**src/rtl/day_seq_pkg.sv**
```systemverilog
// Shared definitions for the day stream sequencer.
//   seq_state_e : sequencer FSM states (IDLE, RUN, DONE)
//   TERM_NL     : default end-of-input character (newline)
//   TERM_NUL    : NUL, which always terminates a run
package day_seq_pkg;

  typedef enum logic [1:0] {
    IDLE = 2'd0,
    RUN  = 2'd1,
    DONE = 2'd2
  } seq_state_e;

  localparam logic [7:0] TERM_NL  = 8'h0A;
  localparam logic [7:0] TERM_NUL = 8'h00;

endpackage

```
**src/rtl/hit_tracker.sv**
```systemverilog
// Records the first index at which a running value equals TARGET.
// Once a hit is recorded it holds until the next clear.
//   clk, rst  : clock, asynchronous active-high reset
//   clear     : start of a new run, drops any recorded hit
//   fire      : value/index are valid this cycle (data beat)
//   value     : candidate running value
//   index     : 1-based index to record if value hits TARGET
//   hit_valid : a hit has been recorded
//   hit_idx   : index of the first hit
module hit_tracker #(
  parameter int                         RESULT_W = 32,
  parameter int                         IDX_W    = 16,
  parameter logic signed [RESULT_W-1:0] TARGET   = '1   // all ones == -1
) (
  input  logic                       clk,
  input  logic                       rst,
  input  logic                       clear,
  input  logic                       fire,
  input  logic signed [RESULT_W-1:0] value,
  input  logic        [IDX_W-1:0]    index,
  output logic                       hit_valid,
  output logic        [IDX_W-1:0]    hit_idx
);

  logic             hit_valid_q, hit_valid_d;
  logic [IDX_W-1:0] hit_idx_q, hit_idx_d;

  always_comb begin
    hit_valid_d = hit_valid_q;
    hit_idx_d   = hit_idx_q;
    if (clear) begin
      hit_valid_d = 1'b0;
      hit_idx_d   = '0;
    end else if (fire && !hit_valid_q && (value == TARGET)) begin
      hit_valid_d = 1'b1;
      hit_idx_d   = index;
    end
  end

  always_ff @(posedge clk or posedge rst) begin
    if (rst) begin
      hit_valid_q <= 1'b0;
      hit_idx_q   <= '0;
    end else begin
      hit_valid_q <= hit_valid_d;
      hit_idx_q   <= hit_idx_d;
    end
  end

  assign hit_valid = hit_valid_q;
  assign hit_idx   = hit_idx_q;

endmodule

```
**src/rtl/day_stream_sequencer.sv**
```systemverilog
// Sequences one puzzle run: pulls bytes from a valid/ready source, feeds
// them to the combinational `day` datapath and keeps the running result.
//   clk, rst        : clock, asynchronous active-high reset
//   start           : begin a run (honoured in IDLE or DONE only)
//   src_valid/data  : byte source; src_ready high while in RUN
//   dp_char         : character to the datapath (0 when no data beat)
//   dp_result_in    : accumulator to the datapath
//   dp_result_out   : datapath result for dp_char applied to dp_result_in
//   busy / done     : state is RUN / DONE
//   result          : accumulator value
//   char_count      : non-terminator characters accepted
//   hit_valid/idx   : first 1-based index where result == TARGET
//   overflow        : counter saturated before a terminator arrived
module day_stream_sequencer
  import day_seq_pkg::*;
#(
  parameter int                         RESULT_W  = 32,
  parameter int                         IDX_W     = 16,
  parameter logic signed [RESULT_W-1:0] TARGET    = '1,     // all ones == -1
  parameter logic        [7:0]          TERM_CHAR = TERM_NL
) (
  input  logic                       clk,
  input  logic                       rst,
  input  logic                       start,
  input  logic                       src_valid,
  input  logic        [7:0]          src_data,
  output logic                       src_ready,
  output logic        [7:0]          dp_char,
  output logic signed [RESULT_W-1:0] dp_result_in,
  input  logic signed [RESULT_W-1:0] dp_result_out,
  output logic                       busy,
  output logic                       done,
  output logic signed [RESULT_W-1:0] result,
  output logic        [IDX_W-1:0]    char_count,
  output logic                       hit_valid,
  output logic        [IDX_W-1:0]    hit_idx,
  output logic                       overflow
);

  seq_state_e                 state_q, state_d;
  logic signed [RESULT_W-1:0] acc_q, acc_d;
  logic        [IDX_W-1:0]    count_q, count_d;
  logic                       overflow_q, overflow_d;

  logic             accept;
  logic             is_term;
  logic             data_beat;
  logic             saturate;
  logic             clear;
  logic [IDX_W-1:0] count_inc;

  assign accept    = (state_q == RUN) && src_valid;
  assign is_term   = (src_data == TERM_CHAR) || (src_data == TERM_NUL);
  assign data_beat = accept && !is_term;
  assign count_inc = count_q + IDX_W'(1);
  // The beat that brings the counter to all ones is the last one taken,
  // so the counter can never wrap.
  assign saturate  = data_beat && (count_inc == {IDX_W{1'b1}});
  // start is ignored while a run is in progress.
  assign clear     = start && (state_q != RUN);

  always_comb begin
    state_d    = state_q;
    acc_d      = acc_q;
    count_d    = count_q;
    overflow_d = overflow_q;

    case (state_q)
      IDLE:    if (start) state_d = RUN;
      RUN:     if ((accept && is_term) || saturate) state_d = DONE;
      DONE:    if (start) state_d = RUN;
      default: state_d = IDLE;
    endcase

    if (clear) begin
      acc_d      = '0;
      count_d    = '0;
      overflow_d = 1'b0;
    end else if (data_beat) begin
      acc_d   = dp_result_out;
      count_d = count_inc;
      if (saturate) overflow_d = 1'b1;
    end
  end

  always_ff @(posedge clk or posedge rst) begin
    if (rst) begin
      state_q    <= IDLE;
      acc_q      <= '0;
      count_q    <= '0;
      overflow_q <= 1'b0;
    end else begin
      state_q    <= state_d;
      acc_q      <= acc_d;
      count_q    <= count_d;
      overflow_q <= overflow_d;
    end
  end

  hit_tracker #(
    .RESULT_W (RESULT_W),
    .IDX_W    (IDX_W),
    .TARGET   (TARGET)
  ) u_hit (
    .clk       (clk),
    .rst       (rst),
    .clear     (clear),
    .fire      (data_beat),
    .value     (dp_result_out),
    .index     (count_inc),
    .hit_valid (hit_valid),
    .hit_idx   (hit_idx)
  );

  // Handshake and status come from registered state only.
  assign src_ready    = (state_q == RUN);
  assign busy         = (state_q == RUN);
  assign done         = (state_q == DONE);
  // Terminators and idle cycles present NUL so the datapath sees no character.
  assign dp_char      = data_beat ? src_data : 8'h00;
  assign dp_result_in = acc_q;
  assign result       = acc_q;
  assign char_count   = count_q;
  assign overflow     = overflow_q;

endmodule

```
**config.mk**
```make
export PLATFORM = sky130hd
export DESIGN_NAME = day_stream_sequencer
export DESIGN_NICKNAME = d
export VERILOG_FILES = /design/src/rtl/day_seq_pkg.sv /design/src/rtl/hit_tracker.sv /design/src/rtl/day_stream_sequencer.sv
export SDC_FILE = /design/constraint.sdc
export NUM_CORES = 1
export LEC_CHECK = 0
export ABC_AREA = 1
export CAP_MARGIN = 40
export CORE_ASPECT_RATIO = 0.6
export CORE_MARGIN = 10
export CORE_UTILIZATION = 43
export DETAILED_ROUTE_END_ITERATION = 16
export PLACE_DENSITY_LB_ADDON = 0.12
export SLEW_MARGIN = 10
export SYNTH_ARGS = -nofsm -noshare
export SYNTH_HDL_FRONTEND = slang
export SYNTH_SLANG_ARGS = --single-unit
```
**constraint.sdc**
```tcl
create_clock -name clk -period 2.94 [get_ports clk]
set_clock_uncertainty 0.05 [all_clocks]
set_input_delay 0.441 -clock clk [delete_from_list [all_inputs] [get_ports clk]]
set_output_delay 0.441 -clock clk [all_outputs]
set_load 0.01 [all_outputs]
```
# Word-level counts from Yosys, hierarchy flattened
# Index checks and enable logic that the tools add are counted.
# word_totals
register_bits,68
input_bits,44
output_inout_bits,109
elab_cells,49
# classes
add_sub_neg,1
n_eq_ne,8
muxes,15
n_reduce_logical,19
# ops
operator,n
$mux 16,4
$mux 32,2
$eq 32x1->1 const B,1
$add 16x1->16 const B,1
$eq 16x16->1 const B,1
$eq 8x4->1 const B,1
$logic_not 8->1,1
$mux 8,1
$logic_and 1x1->1,7
$ne 2x1->1 const B,3
$reduce_bool 2->1,3
$mux 1,5
$mux 2,2
$pmux 2 s2,1
$reduce_and 2->1,2
$eq 2x1->1 const B,1
$eq 2x2->1 const B,1
$logic_not 1->1,2
$logic_not 2->1,1
$logic_or 1x1->1,2
$reduce_or 2->1,1

# Longest topological paths before layout
# Gate-level depths: netlist (run 1).
# logic_depth
depth_word,8
depth_mapped,12
ltp_nobuf,12

# Cells and area by module
# Synthesis (run 1) repeated with hierarchy kept, for this count alone.
# hier_totals
hier_cells,457
hier_area_um2,3828.7
# by_module_without_submodules
module,n_inst,cells_per_inst,area_each_um2,seq_area_each_um2
day_stream_sequencer,1,323,2802.7,1276.2
hit_tracker,1,134,1026.0,425.4

# Least setup slack after synthesis (run 1)
# No wires, ideal clock.
# synth_timing
kind,input port to output port
start,in src_data[5]
end,out dp_char[0]
arrival_time_ps,1261
required_ps,2449
path_slack_ps,1188
stages,7
path_cell_list,inv_1 > nand2_1 > nor3_2 > nand2_2 > nand2_2 > clkbuf_1 > nor2_1
# synth_via
elab_chain_cells,5
word_cells_on_any_way,6
classes_between,1 x eq/ne; 1 x mux; 4 x reduce/logical
# synth_lines
item,line_no,rtl
from (decl),day_stream_sequencer.sv:26,"input logic [7:0] src_data,"
$eq 8x4->1 or $logic_not 8->1 (tied branches),day_stream_sequencer.sv:53,assign is_term = (src_data == TERM_CHAR) || (src_data == TERM_NUL);
$logic_or 1x1->1 (*),day_stream_sequencer.sv:53,
$logic_not 1->1 (*),day_stream_sequencer.sv:54,assign data_beat = accept && !is_term;
$logic_and 1x1->1 (*),day_stream_sequencer.sv:54,
$mux 8 (*),day_stream_sequencer.sv:120,assign dp_char = data_beat ? src_data : 8'h00;
to (decl),day_stream_sequencer.sv:28,"output logic [7:0] dp_char,"
# Every way passes the cells marked *; elsewhere a longest branch is shown, timed or not.

# Final worst setup path (run 1)
# layout_timing
start,in src_data[1]
end,out dp_char[7]
# Same word-level chain as after synthesis.

==> key figures, run 1 <==
Clocking
  • Hold Buf Count CTS: 0
  • Num CTS Buffers: 9
  • CTS sink cnt: 68
  • Clock Pin Slew Worst Setup and Hold Paths: 0.06 ns
  • Clk_lat worst skew: 0.33 ns
  • TritonCTS clock tree: done
  • Post-CTS Resized: 0
  • Setup repair bufs after CTS: 0
  • Clock Root Buffer: clkbuf_16
  • Clk buf depth: 2
  • H-tree depth: 3

Logic synthesis
  • Avg Cell Area, Syn: 8.30 µm²
  • Synth Warn #: 0
  • Unique masters post-synth: 32
  • Synthesized cell area: 3620 µm²
  • Yosys top cell area share: 47.0%
  • Leading area contributor after synthesis: dfrtp_1
  • Area contributors post-synth: dfrtp_1, nand2_1, buf_4
  • Post-synthesis sequential area ratio: 47.0%
  • Flops & latches, synth: 68
  • Synthesized Nets: 482
  • Gate Count Post-Synth: 436

Timing
  • RSZ-0062 raised after global routing: false
  • Rel. slew slack: 72.9%
  • Max Slew Vio Count: 0
  • Fmax: 0.389 GHz
  • Final Hold Viols: 0
  • PnR worst setup slack: 0.371 ns
  • Final period utilization: 87.4%
  • Count of final setup violators: 0
  • Minimum clock period: 2.57 ns
  • Worst-margin pin slew: 0.405 ns
  • TNS Setup: 0 ns
  • Hold WS: 0.298 ns

GRT
  • M3 GR Usage: 6.92%
  • Vias in the first global route: 3445
  • Initial antenna violation count: 0
  • GRT Util Overall: 18.5%
  • First-pass GRT wire length: 19100 µm
  • GR Overflow Total: 0
  • Pin count of the biggest net entering global routing: 46
  • Top Usage Layer GRT: met2
  • Met2 Usage GRT: 28.0%
  • Met1 Usage GRT: 24.4%

Placement
  • Gpl congestion: 0.907
  • Cell Area, Placed: 5010 µm²
  • Post-DP HPWL: 9140 µm
  • Pre-CTS setup slack: 0.353 ns
  • Number of port buffers: 152

Floorplan
  • Total core area: 8040 µm²
  • Die X: 138 µm
  • Starting Density: 45.0%
  • Site row count: 25
  • Full die area: 12600 µm²
  • Chip height: 91.1 µm
  • Top-Level Pins: 153

Detailed routing
  • TritonRoute pass-1 iters: 5
  • Per-cell routed wire length: 17.5 µm
  • Overall routed net length: 11700 µm
  • Remaining DRCs: 0
  • DRT antenna net count: 0
  • Via density: 5.09
  • Vias: 3416
  • Initial drt markers: 231

Power
  • Worst vdd ir: 0.469 mV
  • PD cells: 877 nW/µm²
  • Leakage power: 2.37 nW

Worst setup path
  • WP data arrival: 2.08 ns
  • Reg2Reg Depth: 9
  • CP endpoint kind: output pin
  • R2R Setup Slk: 0.89 ns
  • Critical Path Fanout Max: 10
  • Critical path class: input port to output pin
  • Required time of the critical path: 2.45 ns
  • Worst setup SP type: input port

Layout
  • Final instance area: 5270 µm²
  • ANT cells: 0
  • Final net count: 606
  • Share of layout cells above drive strength 1: 6.75%
  • Area Growth Syn to Fin: 45.6%

Status
  • Run status: completed

Min path
  • Hold Crit Class: input port to asynchronous set/reset pin

Run
  • Max_cap viols: 0
-- metrics by stage --
step	utilization [%]	total power [mW]	cells
finish	65.6	4.63	671
global route	65.6	4.90	671
CTS	65.6	4.68	671
detailed placement	62.4	3.70	657
global placement	62.4	3.67	657
floorplan	-	2.62	436
-- registers in the layout, summed over array words and instances (netlist names) --
signal	count
char_count	16
dp_result_in	32
overflow	1
state_q	2
u_hit.hit_idx	16
u_hit.hit_valid	1
-- cells by family after synthesis --
family | synth area share (%)
buffers and inverters | 14.7
and+or+nand+nor | 25.5
AOI/OAI and AO/OA | 11.7
DFF | 47.0
adders and majority gates | 0.691
xor gates and xnor gates | 0.484
-- cells in the final DEF (no fill, tap or decap), types with 2 or more instances in the layout --
cell and count:
inv_2 4, a21oi_1 6, ha_1 2, nor2_1 38, dfrtp_1 68, buf_4 6
nor2_2 2, nand4_1 11, buf_12 2, nor3_1 4, clkdlybuf4s50_1 152, nand2_2 3
nand2_1 108, a22o_1 28, nand3_1 34, clkbuf_1 2, inv_1 43, o21ai_0 12
clkbuf_16 9, o21ai_1 13, nand3_2 2
-- critical path, cell delays in order --
cell,delay (ns)
clkdlybuf4s50_1,0.49
inv_1,0.06
o21ai_1,0.14
nor2_2,0.06
nand2_2,0.07
nand2_2,0.14
nor2_1,0.13
clkdlybuf4s50_1,0.55
-- area by class of cell --
type	instances	area [µm²]
multi-input combinational	273	1390
sequential	68	1700
timing repair buffer	160	1610
tap	108	135
clock buffer	12	246
inverter	48	183
clock inverter	2	12.5
fill	668	2770
-- final timing paths --
check	endpoint	startpoint
worst min-delay path	char_count[9]	rst
min in group clk	u_hit.hit_idx[2]	u_hit.hit_idx[2]
worst max register to register	state_q[1]	char_count[1]
worst max-delay path	dp_char[7]	src_data[1]
max in group asynchronous	char_count[10]	rst
worst min register to register	u_hit.hit_idx[2]	u_hit.hit_idx[2]
-- report_power, final --
| part | internal (mW) | switching, mW |
|---|---|---|
| logic | 1.16 | 0.987 |
| registers | 1.24 | 0.282 |
| clock network | 0.582 | 0.372 |
| total | 2.98 | 1.64 |
-- cells in the mapped netlist, drive strengths merged --
master  number
o21ai       25
a21oi        7
or2          1
nor3         5
o22ai        1
nand3b       1
ha           2
nand2      111
nand3       36
xor2         1
dfrtp       68
nor4         1
nand4       11
a22o        28
nor2        42
clkbuf       2
inv         48
xnor2        1
buf         45
-- layer usage --
layer  wire, µm  vias up  share of wire, %
met5          0        -                 0
met3       1190        9                10
met4         86        0              0.73
met2       5090      159                43
met1       5370     1612                46
li1           -     1636                 -
No activity file was read; power rests on OpenSTA's default activity.
==> inputs of run 2 (changes only) <==
- REMOVE_ABC_BUFFERS: unset -> 1
==> run 2 against run 1 <==
Register-to-register slack gained 0.08 ns. Routed wire length shrank 0.37%. Utilization shrank 0.093 points. First-iteration DRC count grew 1.3%. Fmax increased by 1.5%. Power rose by 0.53%. Largest power group unchanged.
==> key figures, run 2 (same netlist as run 1, synthesis figures left out) <==
Clocking
  • Hold Buf Count CTS: 0
  • Clock Pin Slew Worst Setup and Hold Paths: 0.05 ns
  • Num CTS Buffers: 9
  • H-tree depth: 3
  • Clock Root Buffer: clkbuf_16
  • Clk_lat worst skew: 0.33 ns
  • Post-CTS Resized: 0
  • TritonCTS clock tree: done
  • Clk buf depth: 2
  • Setup repair bufs after CTS: 0
  • CTS sink cnt: 68

Placement
  • Gpl congestion: 0.878
  • Post-DP HPWL: 8890 µm
  • Number of port buffers: 152
  • Cell Area, Placed: 5010 µm²
  • Post-Place Cells: 656

Layout
  • Most frequent cells in the layout: clkdlybuf4s50_1, nand2_1, dfrtp_1
  • Max reg flops: 32
  • Final instance area: 5270 µm²
  • Final net count: 605
  • Area Growth Syn to Fin: 45.4%
  • Commonest non-fill, non-tap cell in the layout: clkdlybuf4s50_1
  • Share of layout cells above drive strength 1: 6.58%
  • Layout fillers: 666
  • Non-Filler Instances: 670
  • Fin util: 65.5%
  • ANT cells: 0

Worst setup path
  • CP max stage cell: clkdlybuf4s50_1
  • Worst Path Buf+Inv: 3
  • Critical path depth: 8
  • Critical path class: input port to output pin
  • Required time of the critical path: 2.45 ns
  • Critical Path Fanout Max: 9
  • Reg2Reg Depth: 10
  • Worst R2R End: char_count[15]
  • Worst setup SP type: input port
  • Reg-to-reg critical path startpoint: state_q[1]
  • Crit-path cells: clkdlybuf4s50_1, inv_1, o21ai_1, nor2_2, nand2_2, nand2_2, nor2_1, clkdlybuf4s50_1
  • R2R Setup Slk: 0.97 ns
  • CP max stage delay: 0.55 ns
  • Delay-heaviest family, CP: buffers and inverters
  • Critical Path Sink: dp_char[7]
  • WP data arrival: 2.04 ns
  • CP endpoint kind: output pin
  • Beginning of the critical path: src_data[1]

Detailed routing
  • Vias: 3409
  • Via density: 5.09
  • Remaining DRCs: 0
  • Per-cell routed wire length: 17.5 µm
  • Overall routed net length: 11700 µm
  • TritonRoute pass-1 iters: 5
  • Initial drt markers: 234
  • DRT antenna net count: 0

GRT
  • Vias in the first global route: 3279
  • Pin count of the biggest net entering global routing: 45
  • First-pass GRT wire length: 18500 µm
  • GRT Util Overall: 18.0%
  • Initial antenna violation count: 0
  • GR Overflow Total: 0

Timing
  • Max Slew Vio Count: 0
  • Final Hold Viols: 0
  • TNS Setup: 0 ns
  • Fmax: 0.395 GHz
  • Final period utilization: 86.1%
  • Minimum clock period: 2.53 ns
  • Rel. slew slack: 63.5%
  • Worst-margin pin slew: 0.547 ns
  • Count of final setup violators: 0
  • RSZ-0062 raised after global routing: false

Floorplan
  • Chip height: 91.1 µm
  • Total core area: 8040 µm²
  • Top-Level Pins: 153
  • Die X: 138 µm
  • Starting Density: 45.0%
  • Site row count: 25
  • Full die area: 12600 µm²

Power
  • Overall Power: 4.65 mW
  • PD cells: 883 nW/µm²
  • Worst vdd ir: 0.505 mV
  • Leakage power: 2.37 nW

Run
  • Max_cap viols: 0

Min path
  • Hold Crit Class: input port to asynchronous set/reset pin

Status
  • Run status: completed
[run 2: area by class of cell]
class | instances | area (µm²) | area share [%]
Inverter | 48 | 183 | 3.47
Timing Repair Buffer | 159 | 1600 | 30.4
Clock buffer | 12 | 246 | 4.68
Sequential cell | 68 | 1700 | 32.3
Clock inverter | 2 | 12.5 | 0.238
Tap cell | 108 | 135 | 2.57
Multi-Input combinational cell | 273 | 1390 | 26.4
[run 2: worst reg2reg max path, cell delays in order, from the launching register on]
cell	delay [ns]
dfrtp_1	0.35
inv_1	0.07
nand2_1	0.07
nor2_1	0.16
nand2_2	0.15
buf_4	0.20
inv_4	0.06
buf_4	0.25
nor2_8	0.08
inv_2	0.24
o21ai_0	0.16
[run 2: power breakdown]
part	leakage (nW)	internal [mW]	switching (mW)	total (mW)
logic	1.37	1.16	0.995	2.15
clock network	0.125	0.583	0.386	0.968
registers	0.877	1.24	0.284	1.53
total	2.37	2.98	1.66	4.65
[run 2: how the worst min path moves through the flow]
stage               cells past startpoint  slack [ns]               from           endpoint
floorplan                               2        0.46         state_q[0]         state_q[0]
global placement                        2        0.44  u_hit.hit_idx[12]  u_hit.hit_idx[12]
detailed placement                      2        0.44   u_hit.hit_idx[6]   u_hit.hit_idx[6]
CTS                                     2        0.44                rst   dp_result_in[27]
global route                            2        0.48                rst   dp_result_in[13]
finish                                  2        0.43                rst   dp_result_in[27]
[run 2: per-stage QoR]
| stage | hold WS, ns | setup WS, ns |
|---|---|---|
| final | 0.427 | 0.408 |
| after global routing | 0.476 | 0.288 |
| after CTS | 0.440 | 0.398 |
| after detailed placement | 0.443 | 0.388 |
| after global placement | 0.442 | 0.439 |
| after floorplan | 0.465 | 0.737 |
[run 2: metal layers]
| metal | GRT usage [%] | share of wire (%) | vias up |
|---|---|---|---|
| met4 | 4.90 | 0.70 | 0 |
| li1 | - | - | 1637 |
| met3 | 7.70 | 12 | 8 |
| met2 | 28.1 | 47 | 161 |
| met5 | 0 | 0 | - |
| met1 | 22.5 | 41 | 1603 |
